[config.mk]
export PLATFORM = sky130hd
export DESIGN_NAME = chess_move_ctrl
export DESIGN_NICKNAME = d
export VERILOG_FILES = /design/src/rtl/chess_move_ctrl.sv
export SDC_FILE = /design/constraint.sdc
export NUM_CORES = 1
export LEC_CHECK = 0
export BUFFER_PORTS_ARGS = -buffer_cell sky130_fd_sc_hd__buf_2
export CORE_ASPECT_RATIO = 0.7
export CORE_MARGIN = 3
export CORE_UTILIZATION = 50
export DETAILED_ROUTE_END_ITERATION = 10
export GPL_TIMING_DRIVEN = 0
export PLACE_DENSITY = 0.85
export SETUP_SLACK_MARGIN = 0.02
export SYNTH_ARGS = -nofsm -noshare
export SYNTH_HDL_FRONTEND = slang
export SYNTH_SLANG_ARGS = --single-unit
[constraint.sdc]
create_clock -name clk -period 2.33 [get_ports clk]
set_input_delay 0 -clock clk [delete_from_list [all_inputs] [get_ports clk]]
set_output_delay 0 -clock clk [all_outputs]
set_load 0.02 [all_outputs]
[src/rtl/chess_move_ctrl.sv]
// Cursor-driven chess move controller: button edges move a cursor, select a source
// piece of the side to move, and commit a move as two board-memory writes.
module chess_move_ctrl #(
  parameter logic [5:0] CURSOR_INIT = 6'd50
) (
  input  logic       clk,
  input  logic       reset,
  input  logic       tick,
  input  logic       btn_up,
  input  logic       btn_down,
  input  logic       btn_left,
  input  logic       btn_right,
  input  logic       btn_sel,
  input  logic       btn_cancel,
  output logic [5:0] rd_addr,
  input  logic [3:0] rd_data,
  output logic [5:0] cursor,
  output logic [5:0] src_tile,
  output logic       src_valid,
  output logic       wr_en,
  output logic [5:0] wr_addr,
  output logic [3:0] wr_data,
  output logic       turn,
  output logic       busy,
  output logic [7:0] move_count
);

  typedef enum logic [1:0] {S_IDLE, S_SRC, S_WR0, S_WR1} state_t;

  state_t      r_state, w_state_nxt;
  logic [5:0]  r_cursor, w_cursor_nxt;
  logic [5:0]  r_src_tile, w_src_tile_nxt;
  logic        r_src_valid, w_src_valid_nxt;
  logic [5:0]  r_dst, w_dst_nxt;
  logic [3:0]  r_src_piece, w_src_piece_nxt;
  logic        r_turn, w_turn_nxt;
  logic [7:0]  r_move_count, w_move_count_nxt;
  logic [5:0]  r_prev, w_prev_nxt;

  logic [5:0]  w_btn;
  logic [5:0]  w_edge;
  logic        w_own;
  logic        w_move;

  // Bit order: {cancel, sel, up, down, left, right}, highest priority first.
  assign w_btn  = {btn_cancel, btn_sel, btn_up, btn_down, btn_left, btn_right};
  assign w_edge = tick ? (w_btn & ~r_prev) : '0;
  assign w_own  = (rd_data != 4'd0) && (rd_data[3] == r_turn);

  always_comb begin
    w_state_nxt      = r_state;
    w_cursor_nxt     = r_cursor;
    w_src_tile_nxt   = r_src_tile;
    w_src_valid_nxt  = r_src_valid;
    w_dst_nxt        = r_dst;
    w_src_piece_nxt  = r_src_piece;
    w_turn_nxt       = r_turn;
    w_move_count_nxt = r_move_count;
    w_prev_nxt       = tick ? w_btn : r_prev;
    w_move           = 1'b0;

    case (r_state)
      S_IDLE: begin
        if (w_edge[5]) begin
          w_state_nxt = S_IDLE;
        end else if (w_edge[4]) begin
          if (w_own) begin
            w_src_tile_nxt  = r_cursor;
            w_src_piece_nxt = rd_data;
            w_src_valid_nxt = 1'b1;
            w_state_nxt     = S_SRC;
          end
        end else begin
          w_move = 1'b1;
        end
      end
      S_SRC: begin
        if (w_edge[5]) begin
          w_src_valid_nxt = 1'b0;
          w_state_nxt     = S_IDLE;
        end else if (w_edge[4]) begin
          if (r_cursor == r_src_tile) begin
            w_src_valid_nxt = 1'b0;
            w_state_nxt     = S_IDLE;
          end else if (w_own) begin
            w_src_tile_nxt  = r_cursor;
            w_src_piece_nxt = rd_data;
          end else begin
            w_dst_nxt   = r_cursor;
            w_state_nxt = S_WR0;
          end
        end else begin
          w_move = 1'b1;
        end
      end
      S_WR0: w_state_nxt = S_WR1;
      S_WR1: begin
        w_state_nxt      = S_IDLE;
        w_turn_nxt       = ~r_turn;
        w_src_valid_nxt  = 1'b0;
        w_move_count_nxt = r_move_count + 8'd1;
      end
      default: w_state_nxt = S_IDLE;
    endcase

    // A saturated higher-priority direction still consumes the tick.
    if (w_move) begin
      if (w_edge[3]) begin
        if (r_cursor[5:3] != 3'd0) w_cursor_nxt = r_cursor - 6'd8;
      end else if (w_edge[2]) begin
        if (r_cursor[5:3] != 3'd7) w_cursor_nxt = r_cursor + 6'd8;
      end else if (w_edge[1]) begin
        if (r_cursor[2:0] != 3'd0) w_cursor_nxt = r_cursor - 6'd1;
      end else if (w_edge[0]) begin
        if (r_cursor[2:0] != 3'd7) w_cursor_nxt = r_cursor + 6'd1;
      end
    end
  end

  always_ff @(posedge clk or negedge reset) begin
    if (!reset) begin
      r_state      <= S_IDLE;
      r_cursor     <= CURSOR_INIT;
      r_src_tile   <= '0;
      r_src_valid  <= 1'b0;
      r_dst        <= '0;
      r_src_piece  <= '0;
      r_turn       <= 1'b0;
      r_move_count <= '0;
      r_prev       <= '0;
    end else begin
      r_state      <= w_state_nxt;
      r_cursor     <= w_cursor_nxt;
      r_src_tile   <= w_src_tile_nxt;
      r_src_valid  <= w_src_valid_nxt;
      r_dst        <= w_dst_nxt;
      r_src_piece  <= w_src_piece_nxt;
      r_turn       <= w_turn_nxt;
      r_move_count <= w_move_count_nxt;
      r_prev       <= w_prev_nxt;
    end
  end

  always_comb begin
    wr_en   = 1'b0;
    wr_addr = '0;
    wr_data = '0;
    busy    = 1'b0;
    if (r_state == S_WR0) begin
      wr_en   = 1'b1;
      wr_addr = r_src_tile;
      busy    = 1'b1;
    end else if (r_state == S_WR1) begin
      wr_en   = 1'b1;
      wr_addr = r_dst;
      wr_data = r_src_piece;
      busy    = 1'b1;
    end
  end

  assign rd_addr    = r_cursor;
  assign cursor     = r_cursor;
  assign src_tile   = r_src_tile;
  assign src_valid  = r_src_valid;
  assign turn       = r_turn;
  assign move_count = r_move_count;

endmodule

==> summary.md <==
| Metric | Value |
|---|---|
| WS Path Type | `register to register` |
| Reg2reg setup slack | `0.17 ns` |
| HP Start | `btn_cancel` |
| Synth area leader | `dfrtp_1` |
| Syn_nets | `224` |
| Slew HR | `about two fifths` |
| Post-synthesis mux area share | `between 15 and 20%` |
| Met1 Track Usage GR | `28.9%` |
| Fillers | `334` |
| Drt pass-1 iters | `4` |
| Clk sinks | `40` |
| Busiest metal layer after global routing | `met2` |
| DR WL/cell | `16.0 µm` |
| Grt total ovfl | `0` |
| Largest family of logic cells by synthesized area | `simple AND/OR/NAND/NOR gates` |
| Reg2reg path depth | `8` |
| Max cap viols | `0` |
| Sw frac | `40.1%` |
| NetSw | `1280 µW` |
| N_diodes | `0` |
| Netlist Area Pre-Place | `between 0.002 and 0.0025 mm²` |
| Compound-Gate Fraction of Synth Area | `6.51%` |
| Final setup violating endpoints | `0` |
| Crit path max fanout | `4` |
| Die Span Y | `between 60 and 70 µm` |
| Dpl ws | `0.0145 ns` |
| Power share of the combinational group | `45.4%` |
| Fmax | `462 MHz` |
| Worst skew pair latency | `0.30 ns` |
| Status | `finished, final reports clean` |
| Worst-margin pin slew | `0.885 ns` |
| GPL Wtd Cong | `0.816` |
| Worst-path clk slew | `0.07 ns` |
| Flops & latches, synth | `40` |
| Power Dens Cells | `1130 mW/mm²` |
| Crit path arrival time | `2.41 ns` |
| Final ANT Viol Nets | `0` |
| H-tree depth | `2` |
| Initial Util | `54.8%` |
| Post-Route WL | `5.25 mm` |
| Hold Crit Depth | `2` |
| First-pass GRT wire length | `8.76 mm` |
| HPWL Detailed | `3.61 mm` |
| Sequential-to-total area share from yosys stat | `44.3%` |
| Internal | `1920 µW` |
| Via count | `1818` |
| Area contributors post-synth | `dfrtp_1, mux2_2, mux2_4, xnor2_1, dfstp_2` |
| Vias in the first global route | `1757` |
| Final Skew | `0.00863 ns` |
| Gr usage total | `20.7%` |
| Post-synthesis cell count | `just over 200` |
| Mean area per synthesized cell | `11.1 µm²` |
| CTS Buffer Depth | `2` |
| RSZ-0062 raised after global routing | `no` |
| RR Startpoint | `r_prev[1]` |
| CP Capture Type | `register` |
| CTS tree | `done` |
| Synth Area in Simple Gates | `17.0%` |
| Tmin final | `2.16 ns` |
| Met3 usage | `5.94%` |
| Max-slew violations | `0` |
| CTS root buf | `clkbuf_8` |
| Area delta synth->final | `24.9%` |
| Layout cells sized above 1 | `a little under two fifths` |
| Die area | `0.00539 mm²` |
| XOR/XNOR share of the synthesized area | `7.34%` |
| Syn. warnings | `0` |
| Initial antenna violation count | `0` |
| Final cycle utilization of the critical path | `92.9%` |
| Drt via density | `5.54` |
| Top-count cell post-synth | `dfrtp_1` |
| Synth Area in Adders | `between 3 and 4%` |
| Largest net degree at the start of global routing | `41` |
| Nets | `294` |
| WP data required | `2.57 ns` |
| Port Buffers | `52` |
| Asr flop ratio synth | `between 90% and 100%` |
| Row count | `19` |
| Worst Setup Start Kind | `register` |
| Synth top area share | `40.8%` |
| # IOs | `53` |
| Top FF cell, synth | `dfrtp_1` |
| TritonCTS Buffers | `5` |
| Die W | `86.5 µm` |
| Met2 usage | `between 30% and 40%` |
| Sequential cell fraction of total power | `between 30% and 40%` |
| DR iter-0 viols | `115` |
| Max IR drop VDD | `0.787 mV` |
| Final Hold Viols | `0` |
| # DRC | `0` |
| Setup TNS Final | `0 ns` |
| PnR worst setup slack | `approximately 0.17 ns` |
| EDFF count, synth | `0` |
| Leakage power | `around 0.0014 µW` |
| Hold Crit Class | `input port to register` |
| Setup crit start | `r_prev[1]` |
| Cell variety after synth | `45` |
| Commonest cells in the netlist | `dfrtp_1, mux2_2, nor2_1` |
| Clock power frac | `18.9%` |
| Core area | `0.00414 mm²` |
==> power groups by stage <==
| stage | Combinational, µW | Sequential [µW] | Clock [µW] |
|---|---|---|---|
| detailed placement | 1420 | 1140 | 0 |
| finish | 1450 | 1140 | 605 |
| floorplan | 917 | 1240 | 0 |
| global placement | 1380 | 1130 | 0 |
| global route | 1580 | 1180 | 645 |
| CTS | 1420 | 1160 | 607 |
==> flip-flops by register name, indices dropped and copies added, names as in the netlist, 4 cells and up, named ones only <==
| name | count |
|---|---|
| cursor | 6 |
| src_tile | 6 |
| r_src_piece | 4 |
| move_count | 8 |
| r_dst | 6 |
| r_prev | 6 |
==> critical path: stages (launching register included) <==
cell	delay (ns)
dfrtp_1	0.40
nand3b_1	0.20
xnor2_1	0.15
ha_2	0.20
or4_1	0.50
mux2i_1	0.20
nor2_1	0.08
a221oi_2	0.24
o21a_1	0.15
==> what timing repair did <==
item                                    4_1_cts  5_1_grt
hold endpoints to repair                     46        0
resized for setup                             0        2
endpoints found under the setup margin        1        1
hold buffers                                 10        0
setup buffers                                 1        1
pin swaps                                     0        0
==> per-stage QoR <==
step                hold WS, ns  util (%)  area, µm²  power, µW  std cells
finish                  0.00348      68.5       2830       3200        328
global route            0.00573      68.5       2830       3400        328
CTS                     0.00145      68.1       2820       3180        327
detailed placement        0.173      62.7       2590       2560        309
global placement          0.169      62.7       2590       2500        309
floorplan                -0.296         -       2270       2160        205
==> final cells by class <==
type	instances	area (µm²)	area share, %
timing repair buffer	64	375	13.2
clock buffer	6	82.6	2.91
tap	52	65.1	2.30
multi-input combinational	144	1150	40.5
inverter	4	15.0	0.530
clock inverter	2	38.8	1.37
buffer	16	105	3.71
sequential	40	1000	35.5
==> cell usage in the layout (no fill, tap or decap), types with 2 or more instances in the layout <==
master | synthesis | routed
and3_1 | 7 | 7
dfrtp_1 | 37 | 37
a21oi_1 | 6 | 6
and2_1 | 3 | 3
dlygate4sd3_1 | 0 | 10
nor3_1 | 3 | 3
xnor2_1 | 11 | 11
o21a_1 | 2 | 2
ha_1 | 6 | 5
clkbuf_8 | 0 | 6
o21ai_0 | 7 | 7
mux2_4 | 9 | 9
buf_2 | 1 | 52
buf_6 | 2 | 2
buf_4 | 8 | 10
nor2b_1 | 5 | 5
dfstp_2 | 3 | 3
nand2_1 | 10 | 10
xor2_1 | 8 | 8
clkbuf_1 | 6 | 6
mux2i_1 | 7 | 7
mux2_2 | 14 | 14
nand3_1 | 5 | 5
nand3b_1 | 2 | 2
nor2_1 | 14 | 14
inv_1 | 4 | 4
nand4_1 | 4 | 4
nand2b_1 | 2 | 2
==> layer usage <==
metal | up-vias | part of all wire, % | wire [µm]
met5 | - | 0 | 0
met4 | 0 | 1.1 | 59
met3 | 9 | 5.7 | 299
met2 | 58 | 47 | 2470
met1 | 896 | 46 | 2420
li1 | 855 | - | -
==> cell families after synthesis <==
kind of cell / Yosys count
xor+xnor: 19
flops: 40
compound gates: 23
mux: 30
fa+ha+maj: 6
simple gates: 66
buf+inv: 21
==> path summary, 6_finish.rpt <==
| kind | to |
|---|---|
| max | cursor[4] |
| min | r_prev[5] |
| max reg2reg | cursor[4] |
| min reg2reg | move_count[3] |
| max in group asynchronous | cursor[3] |
| min in group asynchronous | r_src_piece[1] |
(Power assumes the default switching activity.)
